**config.mk**
```make
export PLATFORM = sky130hd
export DESIGN_NAME = delay_align_flat
export DESIGN_NICKNAME = d
export VERILOG_FILES = /design/src/rtl/delay_align_pkg.sv /design/src/rtl/delay_align_if.sv /design/src/rtl/delay_align_ram.sv /design/src/rtl/delay_align.sv /design/src/flat_wrapper.sv
export SDC_FILE = /design/constraint.sdc
export NUM_CORES = 1
export LEC_CHECK = 0
export ABC_AREA = 1
export BUFFER_PORTS_ARGS = -buffer_cell sky130_fd_sc_hd__buf_2
export CAP_MARGIN = 40
export CORE_MARGIN = 1
export CORE_UTILIZATION = 60
export CTS_CLUSTER_SIZE = 40
export DETAILED_ROUTE_END_ITERATION = 10
export PLACE_DENSITY = 0.87
export SLEW_MARGIN = 20
export SYNTH_ARGS = -nofsm -noshare
export SYNTH_HDL_FRONTEND = slang
export SYNTH_SLANG_ARGS = --single-unit
```
**constraint.sdc**
```tcl
create_clock -name clk -period 4.5 [get_ports clk]
set_input_delay 0.225 -clock clk [delete_from_list [all_inputs] [get_ports clk]]
set_output_delay 0.225 -clock clk [all_outputs]
set_load 0.1 [all_outputs]
```
**src/rtl/delay_align_pkg.sv**
```systemverilog
// delay_align_pkg
//   Shared definitions for the delay/alignment blocks.
//   - SAMPLE_W / sample_t : signed sample width and type shared with the
//     fixed delay lines.
//   - skew_state_t        : states of the skew measurement FSM.
package delay_align_pkg;

    localparam int SAMPLE_W = 25;

    typedef logic signed [SAMPLE_W-1:0] sample_t;

    typedef enum logic [1:0] {
        IDLE    = 2'd0,
        MEASURE = 2'd1,
        LOCKED  = 2'd2
    } skew_state_t;

endpackage

```
**src/rtl/delay_align_if.sv**
```systemverilog
// delay_align_if
//   Sample/strobe bundle between the early path, the late path and the
//   aligner.
//   Handshake: there is no ready. in_valid pushes data_in on the rising
//   edge; late_valid requests a pop on the rising edge; out_valid marks
//   data_out as new for exactly the one cycle after an accepted pop.
//   Signals:
//     data_in    early-path sample (signed)
//     in_valid   push strobe
//     late_valid pop request from the late path
//     data_out   aligned sample (signed, registered)
//     out_valid  data_out is new this cycle (registered)
//   Modports: master = stream source/sink, slave = the aligner.
interface delay_align_if #(
    parameter int WIDTH = 25
);
    logic signed [WIDTH-1:0] data_in;
    logic                    in_valid;
    logic                    late_valid;
    logic signed [WIDTH-1:0] data_out;
    logic                    out_valid;

    modport master (
        output data_in,
        output in_valid,
        output late_valid,
        input  data_out,
        input  out_valid
    );

    modport slave (
        input  data_in,
        input  in_valid,
        input  late_valid,
        output data_out,
        output out_valid
    );
endinterface

```
**src/rtl/delay_align_ram.sv**
```systemverilog
// delay_align_ram
//   DEPTH x WIDTH register array, one write port and one registered read
//   port. A read and a write to the same address in one cycle return the
//   old contents (needed when the buffer is full and pushes/pops at once).
//   Ports:
//     clk, reset (async, active-low), clear (sync): reset/flush the read
//       register only; array contents are not cleared.
//     wr_en, wr_addr, wr_data : write port
//     rd_en, rd_addr, rd_data : registered read port; rd_data holds when
//       rd_en is low.
module delay_align_ram #(
    parameter int WIDTH = 25,
    parameter int DEPTH = 16,
    parameter int AW    = $clog2(DEPTH)
) (
    input  logic                    clk,
    input  logic                    reset,
    input  logic                    clear,
    input  logic                    wr_en,
    input  logic [AW-1:0]           wr_addr,
    input  logic signed [WIDTH-1:0] wr_data,
    input  logic                    rd_en,
    input  logic [AW-1:0]           rd_addr,
    output logic signed [WIDTH-1:0] rd_data
);

    logic signed [WIDTH-1:0] mem [DEPTH];

    always_ff @(posedge clk) begin
        if (wr_en) begin
            mem[wr_addr] <= wr_data;
        end
    end

    always_ff @(posedge clk or negedge reset) begin
        if (!reset) begin
            rd_data <= '0;
        end else if (clear) begin
            rd_data <= '0;
        end else if (rd_en) begin
            rd_data <= mem[rd_addr];
        end
    end

endmodule

```
**src/rtl/delay_align.sv**
```systemverilog
// delay_align
//   Receive-side aligner. Early-path samples are captured into a circular
//   buffer and released one per late-path valid, re-aligning a bypass
//   stream with a pipeline of unknown latency. The distance from the first
//   push to the first pop request is measured once after reset/clear.
//   Ports:
//     clk          rising-edge clock
//     reset        asynchronous active-low reset
//     clear        synchronous flush (buffer, flags, FSM); beats push/pop
//     bus          delay_align_if slave: data_in/in_valid (push),
//                  late_valid (pop request), data_out/out_valid
//     level        occupancy 0..DEPTH
//     skew         skew counter / measured skew
//     skew_locked  measurement complete
//     overflow     sticky: push dropped while full
//     underflow    sticky: pop requested while empty
//     state        skew FSM state (debug)
module delay_align
    import delay_align_pkg::*;
#(
    parameter int WIDTH = SAMPLE_W,
    parameter int DEPTH = 16,
    parameter int CNT_W = 5
) (
    input  logic              clk,
    input  logic              reset,
    input  logic              clear,
    delay_align_if.slave      bus,
    output logic [CNT_W-1:0]  level,
    output logic [CNT_W-1:0]  skew,
    output logic              skew_locked,
    output logic              overflow,
    output logic              underflow,
    output skew_state_t       state
);

    localparam int              PTR_W    = $clog2(DEPTH);
    localparam logic [CNT_W-1:0] FULL_LVL = CNT_W'(DEPTH);

    logic [PTR_W-1:0] wr_ptr;
    logic [PTR_W-1:0] rd_ptr;
    logic             pop_acc;
    logic             push_acc;
    logic             pop_rej;
    logic             out_valid_q;
    logic signed [WIDTH-1:0] rd_data;

    skew_state_t      state_nxt;
    logic [CNT_W-1:0] cnt_q;
    logic [CNT_W-1:0] cnt_nxt;

    // A pop needs an entry already present: no same-cycle bypass from the
    // push. A push into a full buffer is allowed only when a pop frees the
    // slot in the same cycle.
    assign pop_acc  = bus.late_valid && (level != '0);
    assign pop_rej  = bus.late_valid && (level == '0);
    assign push_acc = bus.in_valid && ((level != FULL_LVL) || pop_acc);

    delay_align_ram #(
        .WIDTH (WIDTH),
        .DEPTH (DEPTH),
        .AW    (PTR_W)
    ) u_ram (
        .clk     (clk),
        .reset   (reset),
        .clear   (clear),
        .wr_en   (push_acc && !clear),
        .wr_addr (wr_ptr),
        .wr_data (bus.data_in),
        .rd_en   (pop_acc),
        .rd_addr (rd_ptr),
        .rd_data (rd_data)
    );

    assign bus.data_out  = rd_data;
    assign bus.out_valid = out_valid_q;

    // Pointers, level, output strobe and sticky flags.
    always_ff @(posedge clk or negedge reset) begin
        if (!reset) begin
            wr_ptr      <= '0;
            rd_ptr      <= '0;
            level       <= '0;
            out_valid_q <= 1'b0;
            overflow    <= 1'b0;
            underflow   <= 1'b0;
        end else if (clear) begin
            wr_ptr      <= '0;
            rd_ptr      <= '0;
            level       <= '0;
            out_valid_q <= 1'b0;
            overflow    <= 1'b0;
            underflow   <= 1'b0;
        end else begin
            // DEPTH is a power of 2, so natural pointer wrap is modulo DEPTH.
            if (push_acc) begin
                wr_ptr <= wr_ptr + PTR_W'(1);
            end
            if (pop_acc) begin
                rd_ptr <= rd_ptr + PTR_W'(1);
            end
            case ({push_acc, pop_acc})
                2'b10:   level <= level + CNT_W'(1);
                2'b01:   level <= level - CNT_W'(1);
                default: level <= level;
            endcase
            out_valid_q <= pop_acc;
            if (bus.in_valid && !push_acc) begin
                overflow <= 1'b1;
            end
            if (pop_rej) begin
                underflow <= 1'b1;
            end
        end
    end

    // Skew FSM: state register.
    always_ff @(posedge clk or negedge reset) begin
        if (!reset) begin
            state <= IDLE;
            cnt_q <= '0;
        end else if (clear) begin
            state <= IDLE;
            cnt_q <= '0;
        end else begin
            state <= state_nxt;
            cnt_q <= cnt_nxt;
        end
    end

    // Skew FSM: next state. The counter holds the cycles elapsed since the
    // first accepted push and freezes at the first pop request.
    always_comb begin
        state_nxt = state;
        cnt_nxt   = cnt_q;
        case (state)
            IDLE: begin
                cnt_nxt = '0;
                if (push_acc) begin
                    if (bus.late_valid) begin
                        state_nxt = LOCKED;
                    end else begin
                        state_nxt = MEASURE;
                        cnt_nxt   = CNT_W'(1);
                    end
                end
            end
            MEASURE: begin
                if (bus.late_valid) begin
                    state_nxt = LOCKED;
                end else if (cnt_q != '1) begin
                    cnt_nxt = cnt_q + CNT_W'(1);
                end
            end
            LOCKED: begin
                state_nxt = LOCKED;
            end
            default: begin
                state_nxt = IDLE;
                cnt_nxt   = '0;
            end
        endcase
    end

    assign skew        = cnt_q;
    assign skew_locked = (state == LOCKED);

endmodule
```
**src/flat_wrapper.sv**
```systemverilog
// flat-port wrapper written by rule: the top's interface ports become plain ports
module delay_align_flat import delay_align_pkg::*;
#(
    parameter int WIDTH = SAMPLE_W,
    parameter int DEPTH = 16,
    parameter int CNT_W = 5
)
  (clk, reset, clear, level, skew, skew_locked, overflow, underflow, state, bus_data_in, bus_in_valid, bus_late_valid, bus_data_out, bus_out_valid);
  delay_align_if #(.WIDTH(WIDTH)) bus_i ();
  input  logic clk;
  input  logic reset;
  input  logic clear;
  output logic [CNT_W-1:0] level;
  output logic [CNT_W-1:0] skew;
  output logic skew_locked;
  output logic overflow;
  output logic underflow;
  output skew_state_t state;
  input wire logic [$bits(bus_i.data_in)-1:0] bus_data_in;
  input wire logic [$bits(bus_i.in_valid)-1:0] bus_in_valid;
  input wire logic [$bits(bus_i.late_valid)-1:0] bus_late_valid;
  output wire logic [$bits(bus_i.data_out)-1:0] bus_data_out;
  output wire logic [$bits(bus_i.out_valid)-1:0] bus_out_valid;
  assign bus_i.data_in = bus_data_in;
  assign bus_i.in_valid = bus_in_valid;
  assign bus_i.late_valid = bus_late_valid;
  assign bus_data_out = bus_i.data_out;
  assign bus_out_valid = bus_i.out_valid;
  delay_align #(.WIDTH(WIDTH), .DEPTH(DEPTH), .CNT_W(CNT_W)) u_core (.clk(clk), .reset(reset), .clear(clear), .bus(bus_i), .level(level), .skew(skew), .skew_locked(skew_locked), .overflow(overflow), .underflow(underflow), .state(state));
endmodule
```
==> summary.md <==
| Metric | Value |
|---|---|
| Max FO, Critical Path | `18` |
| Reg clk slew, reported paths | `around 0.070 ns` |
| Post-synthesis cell type count | `33` |
| Post-CTS Setup Repair Bufs | `0` |
| # IOs | `71` |
| Post-layout min period | `3.018 ns` |
| Met2 Use GR | `0.4836` |
| Worst setup path category | `in2reg` |
| Final worst-path cycle share | `0.6706` |
| Largest area contributor in the netlist | `edfxtp_1` |
| Nets | `1759` |
| Vias per std cell | `6.119` |
| Async S/R FF share, synth | `0.1071` |
| Drt wl/cell | `21.83 um` |
| Leak | `roughly 8.4 nW` |
| Worst vdd ir | `0.6202 mV` |
| Most Crowded Layer GR | `met2` |
| #FFs+latches synth | `448` |
| RSZ-0062 raised after global routing | `false` |
| Die width | `178.2 um` |
| Final WL | `46.82 mm` |
| Clock Sinks | `448` |
| Port Buf Inserts | `70` |
| Root Driver | `clkbuf_16` |
| Post-Syn Instances | `1643` |
| Cts hold-fix bufs | `2` |
| Initial core utilization | `0.6088` |
| Outcome | `finished, final reports clean` |
| Critical path endpoint category | `flip-flop` |
| CP Launch Type | `input port` |
| Gpl congestion | `0.8219` |
| Worst-margin pin slew | `1.062 ns` |
| Synth Warn # | `0` |
| Share of cells above drive strength 1 | `0.1213` |
| Core ar. | `around 31000 um^2` |
| Drt initial violations | `~1800` |
| Area Growth Syn to Fin | `12.83%` |
| Setup_tns | `0 ns` |
| TritonCTS clock tree | `built` |
| Number of buffers created by CTS | `43` |
| Main synth FF type | `edfxtp_1` |
| Final Power | `0.01225 W` |
| GR Util met1 | `0.3895` |
| Post-detail-place hpwl | `around 25 mm` |
| Rel. slew slack | `0.2919` |
| Hold Crit Class | `in2reg` |
| DR pass1 iterations | `8` |
| Largest cells by area after synthesis | `edfxtp_1 (64%), nand2_1 (11%), dfrtp_1 (6.4%), nand3_1 (5.0%), nor2_1 (2.5%)` |
| Fmax | `331.4 MHz` |
| Crit path DAT | `3.21 ns` |
| CTS Buffer Depth | `3` |
| Final setup viols | `0` |
| Die area | `approximately 32000 um^2` |
| Most frequent cell after synthesis | `nand2_1` |
| Synthesized cell area | `18620 um^2` |
| Vias in the first global route | `around 13000` |
| Synth Net Count | `1688` |
| Post-CTS resize count | `0` |
| Cell Pwr Density | `around 580 nW/um^2` |
| Slew Limit Fails | `0` |
| Die H | `178.2 um` |
| DRC Markers | `0` |
| CP required | `4.70 ns` |
| # rows | `between 60 and 70` |
| H-Tree Depth | `2` |
| Synth top area share | `0.6450` |
| Tot GR Track Use | `0.2973` |
| Met3 Use GR | `0.05499` |
| Register area share after synthesis | `0.7095` |
| Max-cap violations | `0` |
| Fin. Hold Viols | `0` |
| Clock Latency Late Sink | `0.54 ns` |
| Final ANT Viol Nets | `0` |
| Post-synth EDFFs | `400` |
| Grt total ovfl | `0` |
| Initial antenna violation count | `1` |
| Reg2reg setup slack | `1.60 ns` |
| Avg Inst Size Synth | `approximately 11 um^2` |
| DR vias | `13130` |
| Post-synth top cells | `nand2_1 (551), edfxtp_1 (400), nand3_1 (186)` |
| Largest net degree at the start of global routing | `approximately 240` |
| First-pass GRT wire length | `70.27 mm` |
| Layout Skew | `0.01649 ns` |
| Fillers | `1898` |
[cell usage in the layout (no fill, tap or decap), types with 9 or more instances in the layout]
master / instances
o21ai_0: 45
nor3_2: 12
edfxtp_1: 400
dfrtp_1: 47
buf_4: 28
clkinv_2: 12
clkbuf_1: 13
ha_1: 14
nand3b_1: 16
buf_2: 70
a21oi_1: 9
clkbuf_16: 45
nand3_1: 186
inv_1: 87
o211ai_1: 35
nand2_1: 551
nor2_1: 120
[per-stage QoR]
step / worst slack, ns / hold WS [ns] / util / cell area [um^2] / cells
CTS: 1.552 / 0.04989 / 0.6861 / 20990 / 2142
finish: 1.482 / 0.05433 / 0.6869 / 21010 / 2145
global placement: 1.724 / 0.3970 / 0.6327 / 19350 / 2055
global route: 1.299 / 0.05313 / 0.6868 / 21010 / 2144
detailed placement: 1.576 / 0.3979 / 0.6373 / 19490 / 2061
floorplan: 0.7345 / -0.07059 / - / 18620 / 1643
[routing by layer]
metal / up-vias / part of all wire
met2: 1066 / 0.48
met3: 187 / 0.12
li1: 5715 / -
met1: 6157 / 0.36
met4: 0 / 0.041
met5: - / 0
[final cells by class]
cell class              instances  area (um^2)  share of cell area
flip-flops and latches        448        13220              0.6290
multi-input cells            1018         4677              0.2226
clock buffers                  60         1202             0.05723
repair buffers                110        795.8             0.03787
well taps                     396        495.5             0.02358
inverters                      93        352.8             0.01679
clock inverters                19        269.0             0.01280
diodes                          1        2.502           0.0001191
[report_power, final]
group          internal [W]  switching, W  total, W
Sequential          0.00471      0.000145   0.00486
Combinational      0.000809       0.00280   0.00361
Clock               0.00227       0.00150   0.00378
[path summary, 6_finish.rpt]
check,cells past startpoint,startpoint,endpoint
max,6,clear,u_core.u_ram.mem[3][10]$_DFFE_PP_
min,1,bus_data_in[1],u_core.u_ram.mem[13][1]$_DFFE_PP_
max reg2reg,6,u_core.level[4]$_DFFE_PN0P_,u_core.u_ram.mem[3][10]$_DFFE_PP_
min reg2reg,2,u_core.u_ram.rd_data[18]$_DFFE_PN0P_,u_core.u_ram.rd_data[18]$_DFFE_PN0P_
max in group asynchronous,3,reset,u_core.rd_ptr[0]$_DFFE_PN0P_
min in group asynchronous,3,reset,u_core.u_ram.rd_data[16]$_DFFE_PN0P_
[worst max-delay path: stages]
cell,delay (ns)
dlygate4sd3_1,0.53
buf_2,0.20
inv_1,0.39
nand3_1,0.61
nor3_2,0.80
buf_4,0.45
[cells by family (layout without fill, tap and decap cells)]
logic type / Yosys count / after routing / share of synthesized area
compound gates: 92 / 92 / 0.03003
flops: 448 / 448 / 0.7095
buf+inv: 177 / 282 / 0.04448
fa+ha+maj: 15 / 15 / 0.01048
other cells: 0 / 1 / 0
simple gates: 908 / 908 / 0.2041
xor+xnor: 3 / 3 / 0.001411
[sequential cells by signal (all words and copies together) (netlist names)]
register / flops
u_core.rd_ptr: 4
u_core.skew: 5
u_core.u_ram.mem: 400
u_core.state: 2
u_core.level: 5
u_core.overflow: 1
u_core.u_ram.rd_data: 25
u_core.bus.out_valid: 1
u_core.underflow: 1
u_core.wr_ptr: 4
Power figures use the tool's default switching activity.
